===== src/rtl/fnd_display_scheduler.sv =====
// fnd_display_scheduler
// Time-shares one 4-digit FND display between the stopwatch, DHT and SR04
// producers. Keeps a shadow of each producer's latest value plus its age in
// ms, selects the shown source by button or auto rotation, and drives the
// value, dot mask and blank request to the FND controller.
//
// Optional build macro: SKIP_STALE_EN -- when defined, an advance skips
// stale sources (stays put if both other sources are stale).
//
// Ports:
//   clk, rst        system clock, async active-high reset
//   i_btn_next      one-cycle pulse, advance to next source
//   i_auto_en       level, 1 = automatic rotation every ROTATE_MS
//   i_sw_valid/data, i_dht_valid/data, i_sr04_valid/data  producer inputs
//   o_disp_data     value shown (0..9999)
//   o_src_sel       00 = SW, 01 = DHT, 10 = SR04
//   o_dot           dot mask, bit0 = ones digit
//   o_blank         1 = blank the display (current source stale)
//   o_update        one-cycle pulse when o_disp_data or o_src_sel changed
//
// state  | meaning
// S_SW   | stopwatch shown (o_src_sel 00)
// S_DHT  | temperature/humidity shown (o_src_sel 01)
// S_SR04 | distance shown (o_src_sel 10)
module fnd_display_scheduler #(
    parameter int SYS_CLK_HZ = 100_000_000,
    parameter int ROTATE_MS  = 3000,
    parameter int STALE_MS   = 2000
) (
    input  logic        clk,
    input  logic        rst,
    input  logic        i_btn_next,
    input  logic        i_auto_en,
    input  logic        i_sw_valid,
    input  logic [13:0] i_sw_data,
    input  logic        i_dht_valid,
    input  logic [13:0] i_dht_data,
    input  logic        i_sr04_valid,
    input  logic [11:0] i_sr04_data,
    output logic [13:0] o_disp_data,
    output logic [1:0]  o_src_sel,
    output logic [3:0]  o_dot,
    output logic        o_blank,
    output logic        o_update
);

    localparam int TICK_DIV = SYS_CLK_HZ / 1000;
    localparam int TICK_W   = (TICK_DIV > 1) ? $clog2(TICK_DIV) : 1;
    localparam int ROT_W    = (ROTATE_MS > 1) ? $clog2(ROTATE_MS) : 1;
    localparam int AGE_W    = $clog2(STALE_MS + 1);
    localparam logic [13:0]      MAX_VAL   = 14'd9999;
    localparam logic [AGE_W-1:0] AGE_STALE = AGE_W'(STALE_MS);

    typedef enum logic [1:0] {
        S_SW   = 2'b00,
        S_DHT  = 2'b01,
        S_SR04 = 2'b10
    } state_t;

    function automatic logic [13:0] sat14(input logic [13:0] v);
        return (v > MAX_VAL) ? MAX_VAL : v;
    endfunction

    function automatic state_t succ(input state_t s);
        case (s)
            S_SW:    return S_DHT;
            S_DHT:   return S_SR04;
            default: return S_SW;
        endcase
    endfunction

    // ms tick
    logic [TICK_W-1:0] tick_cnt;
    logic              ms_tick;

    assign ms_tick = (tick_cnt == TICK_W'(TICK_DIV - 1));

    always_ff @(posedge clk or posedge rst) begin
        if (rst)          tick_cnt <= '0;
        else if (ms_tick) tick_cnt <= '0;
        else              tick_cnt <= tick_cnt + 1'b1;
    end

    // Input stage: strobe and saturated data registered first, shadow and
    // age update one cycle later. Index 0 = SW, 1 = DHT, 2 = SR04.
    logic [2:0]       cap_v;
    logic [13:0]      cap_d  [3];
    logic [13:0]      shadow [3];
    logic [AGE_W-1:0] age    [3];
    logic [2:0]       stale;

    always_ff @(posedge clk or posedge rst) begin
        if (rst) begin
            cap_v    <= '0;
            cap_d[0] <= '0;
            cap_d[1] <= '0;
            cap_d[2] <= '0;
        end else begin
            cap_v    <= {i_sr04_valid, i_dht_valid, i_sw_valid};
            cap_d[0] <= sat14(i_sw_data);
            cap_d[1] <= sat14(i_dht_data);
            cap_d[2] <= {2'b00, i_sr04_data};
        end
    end

    // A fresh capture wins over a coincident ms tick.
    always_ff @(posedge clk or posedge rst) begin
        if (rst) begin
            for (int i = 0; i < 3; i++) begin
                shadow[i] <= '0;
                age[i]    <= AGE_STALE;
            end
        end else begin
            for (int i = 0; i < 3; i++) begin
                if (cap_v[i]) begin
                    shadow[i] <= cap_d[i];
                    age[i]    <= '0;
                end else if (ms_tick && (age[i] != AGE_STALE)) begin
                    age[i] <= age[i] + 1'b1;
                end
            end
        end
    end

    always_comb begin
        stale = '0;
        for (int i = 0; i < 3; i++) stale[i] = (age[i] == AGE_STALE);
    end

    // Source selection FSM
    state_t           state, state_nxt;
    logic [ROT_W-1:0] rot_cnt;
    logic             rot_expire;
    logic             advance;

    assign rot_expire = i_auto_en && ms_tick && (rot_cnt == ROT_W'(ROTATE_MS - 1));
    assign advance    = i_btn_next || rot_expire;

    always_ff @(posedge clk or posedge rst) begin
        if (rst) state <= S_SW;
        else     state <= state_nxt;
    end

    always_comb begin
        state_nxt = state;
        if (advance) begin
`ifdef SKIP_STALE_EN
            if (!stale[succ(state)])
                state_nxt = succ(state);
            else if (!stale[succ(succ(state))])
                state_nxt = succ(succ(state));
`else
            state_nxt = succ(state);
`endif
        end
    end

    // Dwell counter restarts on every advance and whenever auto is off, so
    // re-enabling auto always gives a full dwell.
    always_ff @(posedge clk or posedge rst) begin
        if (rst)                        rot_cnt <= '0;
        else if (!i_auto_en || advance) rot_cnt <= '0;
        else if (ms_tick)               rot_cnt <= rot_cnt + 1'b1;
    end

    // Registered outputs
    logic [13:0] disp_nxt;
    logic        blank_nxt;
    logic [3:0]  dot_nxt;

    always_comb begin
        disp_nxt  = shadow[state];
        blank_nxt = stale[state];
        dot_nxt   = 4'b0000;
        if (!blank_nxt && (state != S_SR04)) dot_nxt = 4'b0100;
    end

    always_ff @(posedge clk or posedge rst) begin
        if (rst) begin
            o_disp_data <= '0;
            o_src_sel   <= 2'b00;
            o_dot       <= 4'b0000;
            o_blank     <= 1'b1;
            o_update    <= 1'b0;
        end else begin
            o_disp_data <= disp_nxt;
            o_src_sel   <= state;
            o_dot       <= dot_nxt;
            o_blank     <= blank_nxt;
            o_update    <= (disp_nxt != o_disp_data) || (state != o_src_sel);
        end
    end

endmodule


===== config.mk =====
export PLATFORM = sky130hd
export DESIGN_NAME = fnd_display_scheduler
export DESIGN_NICKNAME = d
export VERILOG_FILES = /design/src/rtl/fnd_display_scheduler.sv
export SDC_FILE = /design/constraint.sdc
export NUM_CORES = 1
export LEC_CHECK = 0
export BUFFER_PORTS_ARGS = -buffer_cell sky130_fd_sc_hd__buf_2
export CORE_UTILIZATION = 40
export CTS_CLUSTER_DIAMETER = 60
export DETAILED_ROUTE_END_ITERATION = 6
export GPL_TIMING_DRIVEN = 0
export HOLD_SLACK_MARGIN = 0.12
export PLACE_DENSITY = 0.6
export RECOVER_POWER = 50
export SETUP_SLACK_MARGIN = 0.2
export SYNTH_ARGS = -nofsm -noshare
export SYNTH_HDL_FRONTEND = slang
export SYNTH_SLANG_ARGS = --single-unit

===== constraint.sdc =====
create_clock -name clk -period 6.7 [get_ports clk]
set_input_delay 0.335 -clock clk [delete_from_list [all_inputs] [get_ports clk]]
set_output_delay 0.335 -clock clk [all_outputs]
set_load 0.1 [all_outputs]

==> impl_metrics.xml <==
<?xml version="1.0" encoding="UTF-8"?>
<metrics>
  <group name="outcome">
    <metric name="status" unit="">finished with violations</metric>
    <metric name="failing_checks" unit="">max-capacitance violations, max-slew violations</metric>
  </group>
  <group name="power">
    <metric name="peakVddDrop" unit="V">0.0004940</metric>
    <metric name="clockPowerShare" unit="%">32.7</metric>
    <metric name="cell_internal_pwr" unit="W">0.001847</metric>
    <metric name="total_switching_power" unit="W">0.001102</metric>
    <metric name="seq_power_share" unit="%">39.5</metric>
    <metric name="power_per_cell_area" unit="mW/mm^2">338.5</metric>
    <metric name="pwr-share-comb" unit="%">27.9</metric>
    <metric name="power_leakage" unit="nW">3.525</metric>
    <metric name="power.share.switching" unit="%">37.36</metric>
  </group>
  <group name="clock_network">
    <metric name="clock-root-buffer" unit="">sky130_fd_sc_hd__clkbuf_16</metric>
    <metric name="cts_tree" unit="">built</metric>
    <metric name="cts_sinks" unit="">166</metric>
    <metric name="cts_htree_levels" unit="">4</metric>
    <metric name="cts-hold-fix-buffers" unit="">32</metric>
    <metric name="max-clock-path-buffers" unit="">2</metric>
    <metric name="cts_setup_buffers" unit="">0</metric>
    <metric name="worst_skew_pair.late_latency" unit="ps">430</metric>
    <metric name="clk_pin_slew" unit="ps">70</metric>
    <metric name="ctsResizeCount" unit="">0</metric>
    <metric name="cts-buffers-inserted" unit="">17</metric>
  </group>
  <group name="route">
    <metric name="vias" unit="">4871</metric>
    <metric name="drtIter0Drc" unit="">202</metric>
    <metric name="wl" unit="mm">15.01</metric>
    <metric name="routedWlPerCell" unit="um">15.57</metric>
    <metric name="avgViaCountPerCell" unit="">5.053</metric>
    <metric name="drt-pass1-iter-count" unit="">4</metric>
    <metric name="drcViolationCount" unit="">0</metric>
    <metric name="detail-route-antenna-nets" unit="">0</metric>
  </group>
  <group name="synth">
    <metric name="postSynthCellCount" unit="">607</metric>
    <metric name="synth_largest_area_cell" unit="">sky130_fd_sc_hd__dfrtp_1</metric>
    <metric name="number_of_enable_flip_flop_cells_after_synthesis" unit="">0</metric>
    <metric name="synth_top_area_share" unit="%">51.26</metric>
    <metric name="syn-mean-instance-area" unit="um^2">11.82</metric>
    <metric name="ys.flop_type" unit="">sky130_fd_sc_hd__dfrtp_1</metric>
    <metric name="asyncSetResetFlopFracSynth" unit="%">100.0</metric>
    <metric name="syn_area" unit="mm^2">0.007177</metric>
    <metric name="synth.lib_cells_used.distinct" unit="">45</metric>
    <metric name="postSynthRegisterBits" unit="">166</metric>
    <metric name="seq_area_frac_synth" unit="%">58.21</metric>
    <metric name="ys_top_cells_by_area" unit="">sky130_fd_sc_hd__dfrtp_1 (51%), sky130_fd_sc_hd__xnor2_1 (7.3%), sky130_fd_sc_hd__dfstp_2 (7.0%)</metric>
    <metric name="yosys_warnings" unit="">0</metric>
  </group>
  <group name="placement">
    <metric name="replace_congestion" unit="">0.8168</metric>
    <metric name="port-buffer-count" unit="">65</metric>
    <metric name="post_dp_cell_area" unit="mm^2">0.007826</metric>
    <metric name="hpwlAfterDp" unit="mm">10.39</metric>
  </group>
  <group name="global_route">
    <metric name="grt_start_max_net_pins" unit="">124</metric>
    <metric name="grt_antenna_before_repair" unit="">0</metric>
    <metric name="first_global_vias" unit="">5017</metric>
    <metric name="overflow" unit="">0</metric>
    <metric name="globalRouteTotalUtil" unit="%">17.92</metric>
    <metric name="wire_length_of_the_first_global_routing_pass" unit="mm">25.20</metric>
  </group>
  <group name="die">
    <metric name="core.rowCount" unit="">48</metric>
    <metric name="floorplan.die.height" unit="um">136.0</metric>
    <metric name="dieArea" unit="mm^2">0.01848</metric>
    <metric name="die_x" unit="um">136.0</metric>
    <metric name="floorplan.initialDensity" unit="%">41.21</metric>
    <metric name="io_pins" unit="">69</metric>
    <metric name="core_area" unit="mm^2">0.01742</metric>
  </group>
  <group name="critical_path">
    <metric name="critPathRequiredTime" unit="ps">6980</metric>
    <metric name="startpoint_type" unit="">register</metric>
    <metric name="r2r-end" unit="">o_update</metric>
    <metric name="critical_path.max_stage_delay" unit="ps">600</metric>
    <metric name="path_max_fanout" unit="">10</metric>
    <metric name="worst_r2r_src" unit="">state[1]</metric>
    <metric name="rrSetupSlack" unit="ps">4100</metric>
    <metric name="critical-path-slowest-cell" unit="">sky130_fd_sc_hd__or4_1</metric>
    <metric name="critical_path.startpoint" unit="">state[1]</metric>
    <metric name="path_cells" unit="">clkbuf_1, buf_2, mux2i_1, o21ai_0, xnor2_1, nand4_1, or4_1</metric>
    <metric name="arrival" unit="ps">2890</metric>
    <metric name="cp_num_buf_inv" unit="">2</metric>
    <metric name="endpoint_kind" unit="">register</metric>
    <metric name="ff2ff_path_depth" unit="">7</metric>
    <metric name="crit_type" unit="">register to register</metric>
    <metric name="critPathTopFamily" unit="">simple AND/OR/NAND/NOR gates</metric>
  </group>
  <group name="sta">
    <metric name="timing_worst_slew_pin_value" unit="ps">2003</metric>
    <metric name="rsz0062_at_grt" unit="">false</metric>
    <metric name="slew_headroom" unit="%">-34.30</metric>
    <metric name="final_hold_viols" unit="">0</metric>
    <metric name="layout_min_cycle_time" unit="ps">2603</metric>
    <metric name="fin_worst_skew" unit="ps">8.803</metric>
    <metric name="max_freq" unit="MHz">384.1</metric>
    <metric name="finalMaxSlewViolations" unit="">44</metric>
    <metric name="finalSetupViolations" unit="">0</metric>
    <metric name="fin_setup_tns" unit="ps">0</metric>
    <metric name="final_cycle_utilization_of_the_critical_path" unit="%">38.86</metric>
  </group>
  <group name="layout">
    <metric name="antenna_cells" unit="">0</metric>
    <metric name="final_nets" unit="">781</metric>
    <metric name="areaGrowthSynthToFinish" unit="%">21.41</metric>
    <metric name="final_layout_size_suffix_gt1_share" unit="%">23.14</metric>
    <metric name="postLayoutCellArea" unit="mm^2">0.008713</metric>
  </group>
  <group name="hold_path">
    <metric name="timing.hold.worst.start" unit="">i_dht_data[7]</metric>
    <metric name="worstHoldPathCells" unit="">2</metric>
    <metric name="min_delay_worst_endpoint" unit="">cap_d[21]</metric>
    <metric name="min-delay-path-class" unit="">input pin to register</metric>
  </group>
  <group name="job">
    <metric name="cap_violations" unit="">1</metric>
  </group>
</metrics>
==> area by class of cell <==
class / instances / area [um^2]
fill: 1575 / 8703
tap: 225 / 281.5
sequential: 166 / 4178
clock inverter: 14 / 155.1
buffer: 33 / 147.6
multi-input combinational: 396 / 2801
timing repair buffer: 98 / 666.9
clock buffer: 18 / 429.2
inverter: 14 / 53.80
==> cells by family (layout without fill, tap and decap cells) <==
kind of cell,after synthesis,after routing,share of synthesized area (%)
AOI/OAI and AO/OA,29,29,2.266
xor gates and xnor gates,65,65,7.932
adders and majority gates,8,8,1.395
buffers and inverters,47,177,2.859
DFF,166,166,58.21
muxes,60,60,9.153
other,1,3,0.05225
and+or+nand+nor,231,231,18.13
==> metrics by stage <==
stage | setup slack [ps] | utilization (%) | total power [W] | instances | hold slack, ps
6_report | 4097 | 50.03 | 0.002949 | 964 | 133.2
5_1_grt | 3991 | 50.03 | 0.003083 | 964 | 132.2
4_1_cts | 4232 | 50.13 | 0.002984 | 964 | 121.1
3_5_place_dp | 4259 | 44.94 | 0.001997 | 900 | 342.6
3_3_place_gp | 204.7 | 44.73 | 0.001987 | 899 | 394.1
2_1_floorplan | 1906 | - | 0.001820 | 609 | 348.7
==> synthesized netlist by cell type (all sizes together), types with 2 or more instances <==
| master | instances |
|---|---|
| dfrtp | 147 |
| xnor2 | 60 |
| nor2 | 57 |
| mux2 | 42 |
| clkbuf | 22 |
| nand3 | 22 |
| nand4 | 21 |
| nor4 | 21 |
| dfstp | 19 |
| nand2 | 19 |
| mux2i | 18 |
| nor3 | 17 |
| nand2b | 15 |
| o21ai | 15 |
| inv | 14 |
| nand3b | 12 |
| buf | 11 |
| and2 | 10 |
| ha | 8 |
| a21oi | 7 |
| nor2b | 7 |
| o31ai | 6 |
| or4 | 6 |
| and3 | 5 |
| nor4b | 5 |
| xor2 | 5 |
| and4 | 3 |
| or2 | 3 |
| nand4b | 2 |
| or3 | 2 |
==> sequential cells by signal, summed over array words and instances, names as in the netlist <==
signal       count
tick_cnt        17
o_dot            1
cap_v            3
o_src_sel        2
rot_cnt         12
shadow          40
age             33
state            2
o_blank          1
o_disp_data     14
cap_d           40
o_update         1
==> cells in the final DEF, fill, tap and decap left out, types with 18 or more instances in the layout <==
cell and n:
sky130_fd_sc_hd__dlygate4sd3_1 32, sky130_fd_sc_hd__dfstp_2 19, sky130_fd_sc_hd__nand2_1 18, sky130_fd_sc_hd__clkbuf_1 31, sky130_fd_sc_hd__nand4_1 21, sky130_fd_sc_hd__mux2i_1 18, sky130_fd_sc_hd__nor2_1 57, sky130_fd_sc_hd__mux2_2 41
sky130_fd_sc_hd__dfrtp_1 147, sky130_fd_sc_hd__nand3_1 22, sky130_fd_sc_hd__buf_2 64, sky130_fd_sc_hd__nor4_1 21, sky130_fd_sc_hd__xnor2_1 60
==> how the worst max path moves through the flow <==
stage / end / slack [ps] / cells after the start
final: o_update / 4100 / 7
after detailed placement: o_update / 4260 / 7
after CTS: o_update / 4230 / 7
after global routing: o_update / 3990 / 7
after floorplan: age[0] / 1910 / 1
after global placement: cap_d[38] / 200 / 2
==> power by group through the flow <==
stage          Combinational (W)  Sequential (W)  Clock, W
2_1_floorplan           0.000297         0.00152         0
3_3_place_gp            0.000807         0.00118         0
3_5_place_dp            0.000815         0.00118         0
4_1_cts                 0.000832         0.00117  0.000987
5_1_grt                 0.000870         0.00118   0.00104
6_report                0.000821         0.00116  0.000964
==> layer usage <==
metal	up-vias	track usage [%]	wire, um
li1	2332	-	-
met1	2421	23.69	6948
met2	102	29.14	7277
met3	16	3.803	585
met4	0	6.173	204
met5	-	0	0
==> worst reg2reg max path: cells and delay by family (launching register included) <==
kind            cells  cell delay, ps
simple gates        2             760
buf+inv             2             650
flops               1             370
mux                 1             300
xor+xnor            1             200
compound gates      1             180
(Power assumes the default switching activity.)
